==> config.mk <==
export PLATFORM = sky130hd
export DESIGN_NAME = bm_if_collapse_sink_flat
export DESIGN_NICKNAME = d
export VERILOG_FILES = /design/src/rtl/bm_if_collapse_sink_pkg.sv /design/src/rtl/bm_if_collapse_sink_if.sv /design/src/rtl/bm_if_collapse_sink_fifo.sv /design/src/rtl/bm_if_collapse_sink.sv /design/src/flat_wrapper.sv
export SDC_FILE = /design/constraint.sdc
export NUM_CORES = 1
export LEC_CHECK = 0
export BUFFER_PORTS_ARGS = -buffer_cell sky130_fd_sc_hd__buf_2
export CAP_MARGIN = 25
export CORE_ASPECT_RATIO = 0.9
export CORE_MARGIN = 10
export CORE_UTILIZATION = 60
export DETAILED_ROUTE_END_ITERATION = 6
export PLACE_DENSITY = 0.85
export SETUP_SLACK_MARGIN = 0.02
export SYNTH_ARGS = -nofsm -noshare
export SYNTH_HDL_FRONTEND = slang
export SYNTH_HIERARCHICAL = 1
export SYNTH_SLANG_ARGS = --single-unit
==> constraint.sdc <==
create_clock -name clock -period 4.3 [get_ports clock]
set_input_delay 0.43 -clock clock [delete_from_list [all_inputs] [get_ports clock]]
set_output_delay 0.43 -clock clock [all_outputs]
set_load 0.02 [all_outputs]
==> src/rtl/bm_if_collapse_sink_pkg.sv <==
// Shared types and sizing helpers for the if-collapse result sink.
// Occupancy encoding is used by the FIFO; word width is derived from the operand width.
package bm_if_collapse_sink_pkg;

  localparam int BITS_DEF = 2;

  typedef enum logic [1:0] {
    OCC_EMPTY   = 2'd0,
    OCC_PARTIAL = 2'd1,
    OCC_FULL    = 2'd2
  } occ_e;

  // Packed result word is {out1, out2, out0}.
  function automatic int word_w(input int bits);
    return 2 * bits + 1;
  endfunction

endpackage

==> src/rtl/bm_if_collapse_sink_if.sv <==
// Upstream result word plus the valid/ready drain port and status of the sink.
// master drives the upstream word and dout_ready; slave is the sink itself.
interface bm_if_collapse_sink_if
  import bm_if_collapse_sink_pkg::*;
#(
  parameter int BITS  = BITS_DEF,
  parameter int CNT_W = 8
);
  localparam int W = word_w(BITS);

  logic             in_valid;
  logic [BITS-1:0]  out0_in;
  logic [BITS-1:0]  out2_in;
  logic             out1_in;
  logic [W-1:0]     dout;
  logic             dout_valid;
  logic             dout_ready;
  logic             full;
  logic [CNT_W-1:0] change_cnt;
  logic             overflow;

  modport master (
    output in_valid, out0_in, out2_in, out1_in, dout_ready,
    input  dout, dout_valid, full, change_cnt, overflow
  );

  modport slave (
    input  in_valid, out0_in, out2_in, out1_in, dout_ready,
    output dout, dout_valid, full, change_cnt, overflow
  );
endinterface

==> src/rtl/bm_if_collapse_sink_fifo.sv <==
// DEPTH x W first-word-fall-through FIFO; a push while full is accepted only when a pop frees a slot.
// dout/full/empty come from registers only; dout reads 0 while empty.
module bm_if_collapse_sink_fifo
  import bm_if_collapse_sink_pkg::*;
#(
  parameter int W     = 5,
  parameter int DEPTH = 4
) (
  input  logic         clock,
  input  logic         reset,
  input  logic         push,
  input  logic         pop_req,
  input  logic [W-1:0] din,
  output logic [W-1:0] dout,
  output logic         full,
  output logic         empty,
  output logic         push_ok
);
  localparam int PW = $clog2(DEPTH);
  localparam int CW = PW + 1;

  logic [W-1:0]  mem [DEPTH];
  logic [PW-1:0] wr_ptr, rd_ptr;
  logic [CW-1:0] count, count_nxt;
  occ_e          state, state_nxt;
  logic          pop;

  assign empty   = (state == OCC_EMPTY);
  assign full    = (state == OCC_FULL);
  assign pop     = pop_req & ~empty;
  assign push_ok = push & (~full | pop);
  assign dout    = empty ? '0 : mem[rd_ptr];

  always_ff @(posedge clock) begin
    if (push_ok) mem[wr_ptr] <= din;
  end

  always_ff @(posedge clock or posedge reset) begin
    if (reset) begin
      wr_ptr <= '0;
      rd_ptr <= '0;
      count  <= '0;
      state  <= OCC_EMPTY;
    end else begin
      if (push_ok) wr_ptr <= wr_ptr + PW'(1);
      if (pop)     rd_ptr <= rd_ptr + PW'(1);
      count <= count_nxt;
      state <= state_nxt;
    end
  end

  always_comb begin
    count_nxt = count;
    state_nxt = state;
    case ({push_ok, pop})
      2'b10:   count_nxt = count + CW'(1);
      2'b01:   count_nxt = count - CW'(1);
      default: count_nxt = count;
    endcase
    case (state)
      OCC_EMPTY: begin
        if (push_ok && !pop) state_nxt = OCC_PARTIAL;
      end
      OCC_PARTIAL: begin
        if (count_nxt == CW'(DEPTH))  state_nxt = OCC_FULL;
        else if (count_nxt == '0)     state_nxt = OCC_EMPTY;
      end
      OCC_FULL: begin
        if (pop && !push_ok) state_nxt = OCC_PARTIAL;
      end
      default: state_nxt = OCC_EMPTY;
    endcase
  end
endmodule

==> src/rtl/bm_if_collapse_sink.sv <==
// Change-event sink: buffers a result word only when it differs from the last sampled word.
// One-cycle latency to dout when empty; events arriving while full (and not draining) are dropped and flagged.
module bm_if_collapse_sink
  import bm_if_collapse_sink_pkg::*;
#(
  parameter int BITS  = BITS_DEF,
  parameter int DEPTH = 4,
  parameter int CNT_W = 8
) (
  input  logic                 clock,
  input  logic                 reset,
  bm_if_collapse_sink_if.slave bus
);
  localparam int W = word_w(BITS);

  logic [W-1:0]     word, prev_word, fifo_dout;
  logic             prev_valid, change, push_ok, fifo_full, fifo_empty;
  logic [CNT_W-1:0] change_cnt;
  logic             overflow;

  assign word   = {bus.out1_in, bus.out2_in, bus.out0_in};
  assign change = bus.in_valid & (~prev_valid | (word != prev_word));

  bm_if_collapse_sink_fifo #(
    .W     (W),
    .DEPTH (DEPTH)
  ) u_fifo (
    .clock   (clock),
    .reset   (reset),
    .push    (change),
    .pop_req (bus.dout_ready),
    .din     (word),
    .dout    (fifo_dout),
    .full    (fifo_full),
    .empty   (fifo_empty),
    .push_ok (push_ok)
  );

  // prev tracks every sampled word, even ones that were dropped.
  always_ff @(posedge clock or posedge reset) begin
    if (reset) begin
      prev_word  <= '0;
      prev_valid <= 1'b0;
      change_cnt <= '0;
      overflow   <= 1'b0;
    end else begin
      if (bus.in_valid) begin
        prev_word  <= word;
        prev_valid <= 1'b1;
      end
      if (change && (change_cnt != '1)) change_cnt <= change_cnt + CNT_W'(1);
      if (change && !push_ok) overflow <= 1'b1;
    end
  end

  assign bus.dout       = fifo_dout;
  assign bus.dout_valid = ~fifo_empty;
  assign bus.full       = fifo_full;
  assign bus.change_cnt = change_cnt;
  assign bus.overflow   = overflow;
endmodule
==> src/flat_wrapper.sv <==
// flat-port wrapper written by rule: the top's interface ports become plain ports
module bm_if_collapse_sink_flat import bm_if_collapse_sink_pkg::*;
#(
  parameter int BITS  = BITS_DEF,
  parameter int DEPTH = 4,
  parameter int CNT_W = 8
)
  (clock, reset, bus_in_valid, bus_out0_in, bus_out2_in, bus_out1_in, bus_dout_ready, bus_dout, bus_dout_valid, bus_full, bus_change_cnt, bus_overflow);
  bm_if_collapse_sink_if #(.BITS(BITS), .CNT_W(CNT_W)) bus_i ();
  input  logic clock;
  input  logic reset;
  input wire logic [$bits(bus_i.in_valid)-1:0] bus_in_valid;
  input wire logic [$bits(bus_i.out0_in)-1:0] bus_out0_in;
  input wire logic [$bits(bus_i.out2_in)-1:0] bus_out2_in;
  input wire logic [$bits(bus_i.out1_in)-1:0] bus_out1_in;
  input wire logic [$bits(bus_i.dout_ready)-1:0] bus_dout_ready;
  output wire logic [$bits(bus_i.dout)-1:0] bus_dout;
  output wire logic [$bits(bus_i.dout_valid)-1:0] bus_dout_valid;
  output wire logic [$bits(bus_i.full)-1:0] bus_full;
  output wire logic [$bits(bus_i.change_cnt)-1:0] bus_change_cnt;
  output wire logic [$bits(bus_i.overflow)-1:0] bus_overflow;
  assign bus_i.in_valid = bus_in_valid;
  assign bus_i.out0_in = bus_out0_in;
  assign bus_i.out2_in = bus_out2_in;
  assign bus_i.out1_in = bus_out1_in;
  assign bus_i.dout_ready = bus_dout_ready;
  assign bus_dout = bus_i.dout;
  assign bus_dout_valid = bus_i.dout_valid;
  assign bus_full = bus_i.full;
  assign bus_change_cnt = bus_i.change_cnt;
  assign bus_overflow = bus_i.overflow;
  bm_if_collapse_sink #(.BITS(BITS), .DEPTH(DEPTH), .CNT_W(CNT_W)) u_core (.clock(clock), .reset(reset), .bus(bus_i));
endmodule
Word level (Yosys, flattened, before mapping)
Memory sizes are Yosys's and may differ from the RTL's.
Cells that the tools add are included.
{"block": "op_classes", "addsub": 5, "n_eq_ne": 10, "mux": 9, "bitwise_logic": 8, "n_reduce_logical": 9}
{"op": "adder 8 x 1 -> 8 bit (second input constant)", "n": 1}
{"op": "2-to-1 mux 2 bit", "n": 4}
{"op": "inequality test 8 bit (second input constant)", "n": 1}
{"op": "one-hot mux 2 bit (3 select lines)", "n": 1}
{"op": "one-hot mux 3 bit (2 select lines)", "n": 1}
{"op": "2-to-1 mux 5 bit", "n": 1}
{"op": "inequality test 5 bit", "n": 1}
{"op": "adder 2 x 1 -> 2 bit (second input constant)", "n": 2}
{"op": "== test 2 x 1 -> 1 bit (second input constant)", "n": 2}
{"op": "== test 2 bit (second input constant)", "n": 2}
{"op": "logical AND 1 bit", "n": 4}
{"op": "adder 3 x 1 -> 3 bit (second input constant)", "n": 1}
{"op": "bitwise AND 1 bit", "n": 3}
{"op": "== test 3 bit (second input constant)", "n": 1}
{"op": "zero test 3 bit", "n": 1}
{"op": "inequality test 3 bit (second input constant)", "n": 1}
{"op": "NOT 1 bit", "n": 3}
{"op": "AND reduction 3 bit", "n": 1}
{"op": "subtractor 3 x 1 -> 3 bit (second input constant)", "n": 1}
{"op": "zero test 1 bit", "n": 2}
{"op": "zero test 2 bit", "n": 1}
{"op": "2-to-1 mux 1 bit", "n": 2}
{"op": "inequality test 2 x 1 -> 1 bit (second input constant)", "n": 1}
{"op": "inequality test 2 bit (second input constant)", "n": 1}
{"op": "OR 1 bit", "n": 2}
{"block": "totals", "ff_bits": 24, "mem_bits_rw": 20, "word_cells": 50, "n_memories": 1}
{"memory": "u_core.u_fifo.mem", "words": 4, "width": 5, "rd": 1, "rd_ports_with_merged_regs": 0, "write_ports": 1, "line": "bm_if_collapse_sink_fifo.sv:22", "source": "logic [W-1:0] mem [DEPTH];"}

Logic depth before layout (Yosys ltp)
Gate-level depths: netlist of run 1.
{"block": "depth", "depth_word": 11, "depth_mapped": 14, "depth_no_buf": 13}

Hierarchy
The synthesis of run 1 kept the hierarchy.
{"mod": "bm_if_collapse_sink_fifo", "instances": 1, "cells_per_inst": 86, "area_each_um2": 1315.0, "seq_area_each_um2": 825.8}
{"mod": "bm_if_collapse_sink", "instances": 1, "cells_per_inst": 62, "area_each_um2": 740.7, "seq_area_each_um2": 375.4}

Worst setup path after synthesis of run 1
Ideal clock, no wire load.
{"block": "synth_timing", "path_kind": "input to register", "start": "input port bus_out1_in", "end": "register u_core.u_fifo.state[1]", "setup_ps": 78, "arrival_time_ps": 2638, "required_time_ps": 4222, "setup_slack_ps": 1584, "stages": 14, "n_path_buf": 1, "path_cell_list": "xor2_1 -> nor4_2 -> nand3_2 -> and2_4 -> o21a_1 -> buf_2 -> inv_1 -> ha_1 -> xor2_1 -> ha_1 -> a21oi_1 -> mux2i_1 -> xnor2_1 -> o2bb2ai_1"}
{"block": "synth_between", "elab_chain_len": 9, "word_cells_on_any_way": 18, "cone_classes": "eq/ne: 7; mux: 3; bitwise: 3; reduce/logical: 5"}
{"element": "start: declaration", "line": "flat_wrapper.sv:15", "source": "input wire logic [$bits(bus_i.out1_in)-1:0] bus_out1_in;"}
{"element": "inequality test 5 bit *", "line": "bm_if_collapse_sink.sv:22", "source": "assign change = bus.in_valid & (~prev_valid | (word != prev_word));"}
{"element": "OR 1 bit *", "line": "bm_if_collapse_sink.sv:22"}
{"element": "bitwise AND 1 bit *", "line": "bm_if_collapse_sink.sv:22"}
{"element": "net u_core.change", "line": "bm_if_collapse_sink.sv:17", "source": "logic prev_valid, change, push_ok, fifo_full, fifo_empty;"}
{"element": "bitwise AND 1 bit *", "line": "bm_if_collapse_sink_fifo.sv:31", "source": "assign push_ok = push & (~full | pop);"}
{"element": "net u_core.push_ok", "line": "bm_if_collapse_sink.sv:17"}
{"element": "== test 2 x 1 -> 1 bit or == test 2 bit (tied branches)", "line": "bm_if_collapse_sink_fifo.sv:55", "source": "case ({push_ok, pop})"}
{"element": "one-hot mux 3 bit (2 select lines) *", "line": "bm_if_collapse_sink_fifo.sv:55"}
{"element": "net u_core.u_fifo.count_nxt[2]", "line": "bm_if_collapse_sink_fifo.sv:24", "source": "logic [CW-1:0] count, count_nxt;"}
{"element": "== test 3 bit or zero test 3 bit (tied branches)", "line": "bm_if_collapse_sink_fifo.sv:65, bm_if_collapse_sink_fifo.sv:66"}
{"element": "inequality test 3 bit (no source line) or 2-to-1 mux 2 bit (tied branches)"}
{"element": "AND reduction 3 bit (no source line) or one-hot mux 2 bit (3 select lines) (tied branches)"}
{"element": "end signal: assignment", "line": "bm_if_collapse_sink_fifo.sv:48", "source": "state <= state_nxt;"}
{"element": "end: declaration", "line": "bm_if_collapse_sink_fifo.sv:25", "source": "occ_e state, state_nxt;"}
Mark *: on every way through the listed nets, which the timed path passes. The rest lies on a longest branch.
A chain may end at the register's enable or synchronous reset.

Worst setup path in the final report of run 1
{"block": "layout_timing", "start": "register u_core.prev_word[4]", "end": "register u_core.u_fifo.state[1]"}
{"block": "layout_between", "elab_chain_len": 9, "word_cells_on_any_way": 18, "cone_classes": "eq/ne: 7; mux: 3; bitwise: 3; reduce/logical: 5"}
{"element": "start: declaration", "line": "bm_if_collapse_sink.sv:16", "source": "logic [W-1:0] word, prev_word, fifo_dout;"}
{"element": "start signal: assignment", "line": "bm_if_collapse_sink.sv:48", "source": "prev_word <= word;"}
{"element": "inequality test 5 bit *", "line": "bm_if_collapse_sink.sv:22"}
{"element": "OR 1 bit *", "line": "bm_if_collapse_sink.sv:22"}
{"element": "bitwise AND 1 bit *", "line": "bm_if_collapse_sink.sv:22"}
{"element": "net u_core.change", "line": "bm_if_collapse_sink.sv:17"}
{"element": "bitwise AND 1 bit *", "line": "bm_if_collapse_sink_fifo.sv:31"}
{"element": "net u_core.push_ok", "line": "bm_if_collapse_sink.sv:17"}
{"element": "== test 2 x 1 -> 1 bit or == test 2 bit (tied branches)", "line": "bm_if_collapse_sink_fifo.sv:55"}
{"element": "one-hot mux 3 bit (2 select lines) *", "line": "bm_if_collapse_sink_fifo.sv:55"}
{"element": "net u_core.u_fifo.count_nxt[2]", "line": "bm_if_collapse_sink_fifo.sv:24"}
{"element": "== test 3 bit or zero test 3 bit (tied branches)", "line": "bm_if_collapse_sink_fifo.sv:65, bm_if_collapse_sink_fifo.sv:66"}
{"element": "inequality test 3 bit (no source line) or 2-to-1 mux 2 bit (tied branches)"}
{"element": "AND reduction 3 bit (no source line) or one-hot mux 2 bit (3 select lines) (tied branches)"}
Marks and branches as above.

==> impl_results.md, run 1 <==
- Starting Density: 61.77%
- EDFF count, synth: 20
- Crit Path Max Fanout: 10
- R2R Path End: u_core/u_fifo/state[1]
- Complex-gate fraction of the synthesized area: about 3.3%
- Post-synthesis async set-or-reset flop share: 54.55%
- Worst-path clk slew: 0.08 ns
- Max_slew headroom: between 60 and 70%
- CTS tree: built
- Post-Synth Adder-Cell Area: 5.478%
- Root Buffer: clkbuf_8
- Startpoint Class: register
- Setup bufs post-CTS: 0
- Layout cells sized above 1: about 28%
- Unrepaired setup endpoints after global routing: no
- Sw Ratio: 35.65%
- Worst-Skew Late Latency: 0.28 ns
- Worst slew pin tran: 0.5533 ns
- FMAX: 331.0 MHz
- Area share of the largest cell type after synthesis: 29.21%
- # rows: 20
- Placer Congestion: 0.7746
- FF-to-FF setup slack: 1.28 ns
- Worst Setup Path Type: reg2reg
- Area leader, netlist: dfrtp_1
- Chip width: approximately 82 um
- Vias per inst: 5.432
- 1st-pass router iterations: 4
- Clk sinks: 44
- Most frequently used flop master after synthesis: dfrtp_1
- Worst r2r path cells: 13
- GRT Total Usage: 12.86%
- Pleak: 0.0009879 uW
- Synth Cell Area: 2056 sq um
- Clock power frac: 19.1%
- Fin area: approximately 2300 sq um
- Total Wirelength: 3562 um
- Number of setup violations in the final report: 0
- Sequential cell area: 1201 sq um
- VDD IR max: 0.4076 mV
- DRT antenna net count: 0
- CTS max path bufs: 2
- Quantity of gates resized following cts: 0
- Period utilization: 70.27%
- Largest family of logic cells by synthesized area: simple AND/OR/NAND/NOR gates
- Number of synthesis warnings: 6
- Total gr overflow: 0
- Synth Instances: 148
- Net Sw Power: 561.2 uW
- Combinational power share: 38.0%
- FF+latch count, synth: 44
- Synth cell types: 32
- Syn_nets: 166
- Setup WS pre-CTS: 1.106 ns
- CP Data Required Time: 4.51 ns
- Syn Area/Cell: 13.89 sq um
- Vias post-DR: 1195
- Worst hold margin: 0.1210 ns
- First-pass GRT wire length: about 6000 um
- Area of the multi-input gates: 793.3 sq um
- Clock skew: 0.004787 ns
- Number of inserted diodes: 0
- Post-synthesis sequential area ratio: 58.43%
- Die Footprint: 6171 sq um
- Number of I/O port buffers: 24
- Fin nets: 193
- Largest net degree at the start of global routing: 16
- Vias in the first global route: 1264
- I/O pin count: 25
- Fin. Hold Viols: 0
- Mux contribution to synthesized area: between 10% and 20%
- Routed len/inst: 16.19 um
- Num CTS Buffers: 5
- Syn-to-layout area delta: 12.78%
- MaxCap Viol Count: 0
- Initial antenna violation count: 0
- Worst Hold Class: in2async
- Detailed placement HPWL: 2796 um
- RR Startpoint: u_core/prev_word[4]
- Power Internal: 1013 uW
- PwrDens: 678.9 nW/um^2
- FILL cells: approximately 240
- Final min period: 3.022 ns
- Post-CTS Hold Fix Bufs: 0
- Simple-gate share of the synthesized area: 12.36%
- CORE AREA: 3328 sq um
- Die height: 75.53 um
- DRC: 0
- H-Tree Depth: 2
- Overall Power: 1574 uW
- Crit end category: register
- Detailed Route Iter0 Violations: 99
- Reg power frac: 43.0%
- WP data arrival: 3.23 ns
- Slew Limit Fails: 0
- Status: finished clean
- Cell Area, Placed: between 2000 and 2500 sq um
- Area contributors post-synth: dfrtp_1, edfxtp_1, ha_1
- Sum of negative setup slack: 0 ns
- Final worst slack: 1.278 ns
- Post-synthesis xor/xnor area fraction: under 10%
==> registers in the layout, summed over array words and instances (netlist names) <==
register and cells:
u_core/u_fifo/mem 20, u_core/bus.change_cnt 8, u_core/prev_word 5, u_core/u_fifo/count 3
u_core/u_fifo/rd_ptr 2, u_core/u_fifo/state 2, u_core/u_fifo/wr_ptr 2, u_core/bus.overflow 1
u_core/prev_valid 1
==> logic make-up (layout without fill, tap and decap cells) <==
| family | Yosys count | in the layout |
|---|---|---|
| DFF | 44 | 44 |
| and+or+nand+nor | 40 | 40 |
| muxes | 17 | 17 |
| buffers and inverters | 14 | 42 |
| xor gates and xnor gates | 13 | 13 |
| AOI/OAI and AO/OA | 11 | 11 |
| adders and majority gates | 9 | 9 |
==> critical path, cell delays in order (launching register included) <==
cell and delay (ns):
dfrtp_1 0.39, xor2_1 0.18, nor4_2 0.36, nand3_2 0.24
and2_4 0.23, o21a_1 0.20, inv_1 0.13, ha_1 0.26
xor2_1 0.10, ha_1 0.19, a21oi_1 0.15, mux2i_1 0.24
xnor2_1 0.16, o2bb2ai_1 0.13
==> cells in the final DEF, fill, tap and decap left out <==
master     Yosys  final
buf_2          1     24
dfrtp_1       24     24
edfxtp_1      20     20
inv_1         10     10
mux2_2         9      9
ha_1           9      9
xnor2_1        8      8
and2_1         8      8
nor2b_1        7      7
nand2b_1       6      6
clkbuf_8       0      5
xor2_1         5      5
nand4_1        5      5
mux4_2         5      5
and3_1         3      3
mux2i_1        3      3
nand3_2        2      2
nand3_1        2      2
a31oi_1        2      2
a21oi_1        2      2
o22ai_1        2      2
nor2_1         2      2
nand2_1        2      2
clkinv_4       0      1
clkinv_1       0      1
bufinv_16      0      1
nor4_2         1      1
and2_4         1      1
a21o_1         1      1
or2_2          1      1
o21ai_1        1      1
o21a_1         1      1
o2bb2ai_1      1      1
o21ai_0        1      1
==> Yosys cell counts (3+ instances only) <==
cell type and instances:
and2_1 8, and3_1 3, dfrtp_1 24, edfxtp_1 20, ha_1 9, inv_1 10, mux2_2 9, mux2i_1 3
mux4_2 5, nand2b_1 6, nand4_1 5, nor2b_1 7, xnor2_1 8, xor2_1 5
==> stage by stage <==
stage               util, %  std cells
floorplan                 -        148
global placement      66.32        212
detailed placement    66.32        212
CTS                   69.66        220
global route          69.66        220
finish                69.66        220
==> how the worst max path moves through the flow <==
stage,startpoint,to,depth (start not counted)
finish,u_core/prev_word[4],u_core/u_fifo/state[1],13
global route,u_core/prev_word[4],u_core/u_fifo/state[1],13
CTS,u_core/prev_word[4],u_core/u_fifo/state[1],13
detailed placement,bus_out1_in,u_core/u_fifo/state[1],14
global placement,bus_out1_in,u_core/u_fifo/state[1],14
floorplan,bus_out1_in,u_core/u_fifo/state[1],14
==> area by class of cell <==
type	instances	share of cell area [%]
Tap cell	44	2.375
Multi-Input combinational cell	90	34.21
Timing Repair Buffer	24	5.181
Clock inverter	3	1.835
Sequential cell	44	51.81
Inverter	10	1.619
Clock buffer	5	2.968
==> power groups by stage <==
stage	Sequential [uW]	Combinational, uW	Clock [uW]
finish	676	598	300
global route	695	669	330
CTS	677	610	306
detailed placement	685	609	0
global placement	671	583	0
floorplan	680	442	0
==> per-layer routing <==
layer  global-route usage, %  part of all wire [%]
met3                   4.009                   6.6
met4                   3.962                  0.90
met1                   14.18                    40
met2                   23.23                    52
met5                       0                     0
No activity file was read; power rests on OpenSTA's default activity.
==> run 2, diff against run 1 <==
ABC_AREA = 1   (was default)
CORE_UTILIZATION = 52   (was 60)
PLACE_DENSITY = 0.78   (was 0.85)
clock period = 2.55 ns   (was 4.3 ns; I/O delays follow)
==> run 2 against run 1 <==
  * Hold slack improved by 0.11 ns
  * Highest routed layer unchanged
  * Combinational power grew 79%
  * Sequential power rose by 61%
  * Power rose by 71%
  * Largest cell class unchanged
  * First-iteration DRC count decreased by 8.1%
==> impl_results.md, run 2 <==
- Syn_nets: 273 (+64%)
- Worst hold margin: 0.2297 ns (+0.1088 ns)
- Final worst slack: 0.3463 ns (-0.9322 ns)
- Clock skew: 0.005535 ns (+0.0007482 ns)
- Largest Register: u_core/u_fifo/mem
- Sum of negative setup slack: 0 ns (unchanged)
- Worst path bufs/invs: 3 (+2)
- CTS max path bufs: 2 (unchanged)
- Die height: 82.61 um (+9.4%)
- CP Data Required Time: 2.79 ns (-1.72 ns)
- DRC: 0 (unchanged)
- Root Buffer: clkbuf_8
- Startpoint Class: register
- Met2 wire length: 2175 um (+17%)
- Clk sinks: 44 (unchanged)
- Routed len/inst: 13.39 um (-17%)
- Highest Signal Layer: met4
- MaxCap Viol Count: 0 (unchanged)
- Unrepaired setup endpoints after global routing: no
- Fin. Hold Viols: 0 (unchanged)
- Top flop regs: u_core/u_fifo/mem: 20 flops, u_core/bus.change_cnt: 8 flops, u_core/prev_word: 5 flops
- Synth cell types: 28 (-13%)
- # rows: 22 (+10%)
- Initial antenna violation count: 0 (unchanged)
- Syn Area/Cell: 8.881 sq um (-36%)
- Top delay family on crit path: simple AND/OR/NAND/NOR gates
- Worst-Skew Late Latency: 0.29 ns (about the same)
- CP Depth: 18 (+5)
- Crit end category: register
- Max_slew headroom: 62.02% (-1.0 points)
- I/O pin count: 25 (unchanged)
- Total gr overflow: 0 (unchanged)
- Pleak: 0.001275 uW (+29%)
- Synth Cell Area: 2265 sq um (+10%)
- Number of setup violations in the final report: 0 (unchanged)
- Detailed Route Iter0 Violations: 91 (-8.1%)
- PwrDens: 1046 nW/um^2 (+54%)
- Layout cells sized above 1: 17.71% (-11 points)
- Number of I/O port buffers: 24 (unchanged)
- CTS tree: built
- Number of synthesis warnings: 6 (unchanged)
- Total Wirelength: 4498 um (+26%)
- Status: finished clean
- Worst slew pin tran: 0.5690 ns (+0.01572 ns)
- WP data arrival: 2.44 ns (-0.79 ns)
- Starting Density: 54.85% (-6.9 points)
- Period utilization: 86.42% (+16 points)
- Fin nets: 305 (+58%)
- H-Tree Depth: 2 (unchanged)
- Placer Congestion: 0.8285 (+7.0%)
- Slew Limit Fails: 0 (unchanged)
- Num CTS Buffers: 5 (unchanged)
- Largest net degree at the start of global routing: 20 (+4)
- Syn-to-layout area delta: 13.92%
- Worst-path clk slew: 0.09 ns (about the same)
- Area contributors post-synth: dfrtp_1, edfxtp_1, nand2_1
- Crit-path cells: inv_1, nand2_1, nand2_1, nor2_1, nand3_2, nand2_1, inv_1, o21ai_4, ha_1, xor2_1, ha_1, inv_1, nand2_1, nand2_1, nand2_1, nor2_1, nand3_1, nand2_1
- Setup WS pre-CTS: 0.2909 ns (-0.8148 ns)
- Most frequently used flop master after synthesis: dfrtp_1
- FMAX: 453.8 MHz (+37%)
- Chip width: 89.57 um (+9.6%)
- Area leader, netlist: dfrtp_1
- Most frequent cells in the layout: nand2_1, inv_1, nor2_1, buf_2, dfrtp_1
- Post-synthesis sequential area ratio: 53.04% (-5.4 points)
- GRT Total Usage: 13.08% (+0.22 points)
- Final min period: 2.204 ns (-0.8178 ns)
- Top cells by count, synth: nand2_1, inv_1, nor2_1
- Cell mode on critical path: nand2_1
- Count leader, synth: nand2_1
- Worst Hold Class: in2reg
- CORE AREA: 4129 sq um (+24%)
- Worst Setup Path Type: reg2reg
- Crit Path Max Fanout: 8 (-2)
- Vias post-DR: 1669 (+40%)
- Number of inserted diodes: 0 (unchanged)
- Vias per inst: 4.967 (-8.6%)
- DRT antenna net count: 0 (unchanged)
- Most common cell after layout, fill and taps aside: nand2_1
- 1st-pass router iterations: 4 (unchanged)
- Area share of the largest cell type after synthesis: 26.52% (-2.7 points)
- VDD IR max: 0.6813 mV (+67%)
- Vias in the first global route: 1656 (+31%)
- Post-synthesis async set-or-reset flop share: 54.55% (unchanged)
- Critical-path top delay cell: dfrtp_1
- Crit-path max cell delay: 0.35 ns (-0.04 ns)
- Metal3 WL: 181 um (-23%)
- Number of flip-flops in the largest register: 20 (unchanged)
- Metal-1 WL: 2089 um (+45%)
- Setup bufs post-CTS: 0 (unchanged)
- Die Footprint: 7399 sq um (+20%)
- First-pass GRT wire length: 7596 um (+27%)
- Overall Power: 2698 uW (+71%)
- FF+latch count, synth: 44 (unchanged)
- Utilization after layout: 62.48% (-7.2 points)
- EDFF count, synth: 20 (unchanged)
- Worst r2r path cells: 18 (+5)
- Detailed placement HPWL: 3300 um (+18%)
- Synth Instances: 255 (+72%)
- Hold Crit Depth: 1
## run 2: cell count changes after synthesis, sizes merged, moves of 7 or more
cell and change:
and2 -9, o21ai +16, inv +30, nor2 +34, nor2b -7, nand2 +68
mux2 -9
## run 2: routing by layer
layer | vias to the layer above | GRT usage (%)
met1 | 761 | 15.87
li1 | 875 | -
met2 | 27 | 22.03
met4 | 0 | 5.079
met5 | - | 0
met3 | 6 | 3.131
## run 2: kinds of logic after synthesis
kind of cell             after synthesis  share of synthesized area [%]
AND/OR/NAND/NOR                      126                          25.42
flip-flops                            44                          53.04
buffers and inverters                 43                          7.182
AO/OA/AOI/OAI                         26                          6.686
adder cells (fa/ha/maj)                9                          4.972
XOR/XNOR                               7                          2.707
## run 2: per-stage QoR
step           cell area, sq um  instances
2_1_floorplan              2265        255
3_3_place_gp               2455        327
3_5_place_dp               2455        327
4_1_cts                    2580        336
5_1_grt                    2580        336
6_report                   2580        336
## run 2: cell type report
cell class / instances / area [sq um]
inverter: 40 / 150.1
fill: 344 / 1549
sequential: 44 / 1201
timing repair buffer: 28 / 152.6
clock buffer: 5 / 68.82
multi-input combinational: 168 / 900.9
tap: 48 / 60.06
clock inverter: 3 / 46.29
## run 2: worst reg2reg max path, delay by kind of cell (launching register included)
kind / cells / cell delay [ns]
adders and majority gates: 2 / 0.51
buffers and inverters: 3 / 0.18
and+or+nand+nor: 11 / 0.83
AOI/OAI and AO/OA: 1 / 0.11
xor gates and xnor gates: 1 / 0.17
DFF: 1 / 0.35
## run 2: report_power, final
part	total [uW]	switching, uW	internal, uW
Combinational	1070	690	378
Sequential	1090	170	924
Clock	536	241	295
Total	2700	1100	1600
## run 2: worst paths after layout
check	startpoint	endpoint	slack (ns)
min	bus_out2_in[1]	u_core/u_fifo/mem[2][3]	0.23
min in group asynchronous	reset	u_core/u_fifo/count[2]	0.47
max in group asynchronous	reset	u_core/prev_valid	1.60
max reg2reg	u_core/prev_word[4]	u_core/u_fifo/state[1]	0.35
max	u_core/prev_word[4]	u_core/u_fifo/state[1]	0.35
min reg2reg	u_core/prev_valid	u_core/prev_valid	0.49
## run 2: what timing repair did
item,CTS,global route
hold buffers,1,0
endpoints found under the hold margin,9,0
resized for setup,0,0
==> run 3, diff against run 2 <==
CELL_PAD_IN_SITES_DETAIL_PLACEMENT = 1   (was default)
CELL_PAD_IN_SITES_GLOBAL_PLACEMENT = 1   (was default)
CORE_UTILIZATION = 40   (was 52)
==> run 3 against run 2 <==
  * Via count increased by 1.8%
  * Combinational power about the same
  * Clock skew increased by 0.0028 ns
  * Critical endpoint unchanged
  * Sequential power about the same
  * Critical path type unchanged
  * Critical path depth unchanged
  * Register-to-register slack improved by 0.04 ns
  * Final area increased by 1.5%
  * Cell count increased by 5.7%
  * Clock power increased by 1%
  * Global-route usage decreased by 1.2 points
  * Setup slack improved by 0.042 ns
==> impl_results.md, run 3 (same netlist as run 2, synthesis figures left out) <==
- Status: finished clean
- VDD IR max: 0.4643 mV (-32%)
- Slew Limit Fails: 0 (unchanged)
- Fin area: 2618 sq um (+1.5%)
- Worst-path clk slew: 0.09 ns (about the same)
- FILL cells: 656 (+91%)
- FF-to-FF setup slack: 0.39 ns (+0.04 ns)
- Fin. Hold Viols: 0 (unchanged)
- Pleak: 0.001278 uW (+0.25%)
- Vias in the first global route: 1855 (+12%)
- Most common cell after layout, fill and taps aside: nand2_1
- MaxCap Viol Count: 0 (unchanged)
- WP data arrival: 2.41 ns (-0.03 ns)
- PwrDens: 1045 nW/um^2 (about the same)
- Worst Hold Class: in2reg
- Final min period: 2.162 ns (-0.04159 ns)
- Die height: 91.39 um (+11%)
- Detailed Route Iter0 Violations: 51 (-44%)
- Overall Power: 2736 uW (+1.4%)
- Die Footprint: 9076 sq um (+23%)
- Crit Path Max Fanout: 8 (unchanged)
- Worst slew pin tran: 0.6118 ns (+0.04279 ns)
- Number of I/O port buffers: 24 (unchanged)
- Detailed placement HPWL: 3879 um (+18%)
- Vias post-DR: 1699 (+1.8%)
- Total gr overflow: 0 (unchanged)
- H-Tree Depth: 2 (unchanged)
- Worst-Skew Late Latency: 0.31 ns (+0.02 ns)
- CORE AREA: 5380 sq um (+30%)
- Hold Crit Depth: 1 (unchanged)
- Largest net degree at the start of global routing: 21 (+5.0%)
- Starting Density: 42.09% (-13 points)
- Cell Area, Placed: 2479 sq um (+0.97%)
- Worst r2r path cells: 18 (unchanged)
- Fin nets: 305 (unchanged)
- DRT antenna net count: 0 (unchanged)
- Sum of negative setup slack: 0 ns (unchanged)
- # rows: 25 (+14%)
- Unrepaired setup endpoints after global routing: no
- First-pass GRT wire length: 8797 um (+16%)
- Syn-to-layout area delta: 15.58%
- Initial antenna violation count: 0 (unchanged)
- CTS tree: built
- DP Cell Count: 346 (+5.8%)
- Placer Congestion: 0.8327 (+0.51%)
- Number of flip-flops in the largest register: 20 (unchanged)
- Most frequent cells in the layout: nand2_1, inv_1, nor2_1, buf_2, dfrtp_1
- Clk sinks: 44 (unchanged)
- Vias per inst: 4.786 (-3.7%)
- Chip width: 99.32 um (+11%)
- DRC: 0 (unchanged)
- FMAX: 462.5 MHz (+1.9%)
- Largest Register: u_core/u_fifo/mem
- Routed len/inst: 14.12 um (+5.5%)
- Total Wirelength: 5012 um (+11%)
- GRT Total Usage: 11.86% (-1.2 points)
- Clock skew: 0.008344 ns (+0.002809 ns)
- CTS max path bufs: 2 (unchanged)
- Max_slew headroom: 59.17% (-2.9 points)
- Worst hold margin: 0.2156 ns (-0.01413 ns)
- Layout Cells excl Fill: 355 (+5.7%)
- Layout cells sized above 1: 18.06% (+0.35 points)
- Startpoint Class: register
- 1st-pass router iterations: 4 (unchanged)
- CP Data Required Time: 2.80 ns (about the same)
- Period utilization: 84.79% (-1.6 points)
- Num CTS Buffers: 5 (unchanged)
- Area of the multi-input gates: 913.4 sq um (+1.4%)
- Root Buffer: clkbuf_8
- Number of setup violations in the final report: 0 (unchanged)
- I/O pin count: 25 (unchanged)
- Sequential cell area: 1201 sq um (unchanged)
- Top flop regs: u_core/u_fifo/mem: 20 flops, u_core/bus.change_cnt: 8 flops, u_core/prev_word: 5 flops
- Worst Setup Path Type: reg2reg
- Number of inserted diodes: 0 (unchanged)
- Setup bufs post-CTS: 0 (unchanged)
- Crit end category: register
## run 3: routing by layer
layer | part of all wire, % | wire length [um] | track usage (%) | up-vias
met3 | 4.2 | 211 | 3.561 | 7
met1 | 47 | 2348 | 14.50 | 798
li1 | - | - | - | 874
met2 | 47 | 2369 | 18.93 | 20
met4 | 1.6 | 82 | 4.893 | 0
met5 | 0 | 0 | 0 | -
## run 3: what timing repair did
item,CTS,global route
endpoints found under the setup margin,0,2
hold buffers,1,0
gates resized for setup,0,2
endpoints found under the hold margin,9,0
## run 3: worst max-delay path, cell delays in order (launching register included)
cell	delay (ns)
dfrtp_1	0.36
inv_1	0.06
nand2_1	0.06
nand2_1	0.05
nor2_1	0.12
nand3_2	0.10
nand2_1	0.09
inv_1	0.07
o21ai_4	0.13
ha_4	0.20
xor2_1	0.15
ha_1	0.24
inv_1	0.05
nand2_1	0.04
nand2_1	0.07
nand2_1	0.08
nor2_1	0.09
nand3_1	0.08
nand2_1	0.06
## run 3: path summary, 6_finish.rpt
kind / to / startpoint
setup / recovery: u_core/u_fifo/state[1] / u_core/prev_word[1]
hold / removal: u_core/u_fifo/mem[1][1] / bus_out0_in[1]
setup reg to reg: u_core/u_fifo/state[1] / u_core/prev_word[1]
hold reg to reg: u_core/prev_valid / u_core/prev_valid
max in group asynchronous: u_core/bus.change_cnt[5] / reset
min in group asynchronous: u_core/u_fifo/count[2] / reset
## run 3: where the power goes
| part | internal, uW | leakage, uW | switching (uW) | total (uW) |
|---|---|---|---|---|
| registers | 924 | 0.000473 | 174 | 1100 |
| logic | 383 | 0.000746 | 711 | 1090 |
| clock network | 295 | 0.0000583 | 248 | 543 |
| total | 1600 | 0.00128 | 1130 | 2740 |
## run 3: stage by stage
step | worst slack [ns] | util [%]
after floorplan | 0.4106 | -
after global routing | 0.05442 | 48.65
after CTS | 0.2838 | 48.42
final | 0.3878 | 48.65
after detailed placement | 0.2539 | 46.07
after global placement | 0.3274 | 46.07
## run 3: layout make-up
class / count / area share [%]
Timing Repair Buffer: 28 / 5.832
Clock inverter: 3 / 1.816
Clock buffer: 5 / 2.629
Multi-Input combinational cell: 168 / 34.89
Tap cell: 67 / 3.203
Sequential cell: 44 / 45.89
Inverter: 40 / 5.736
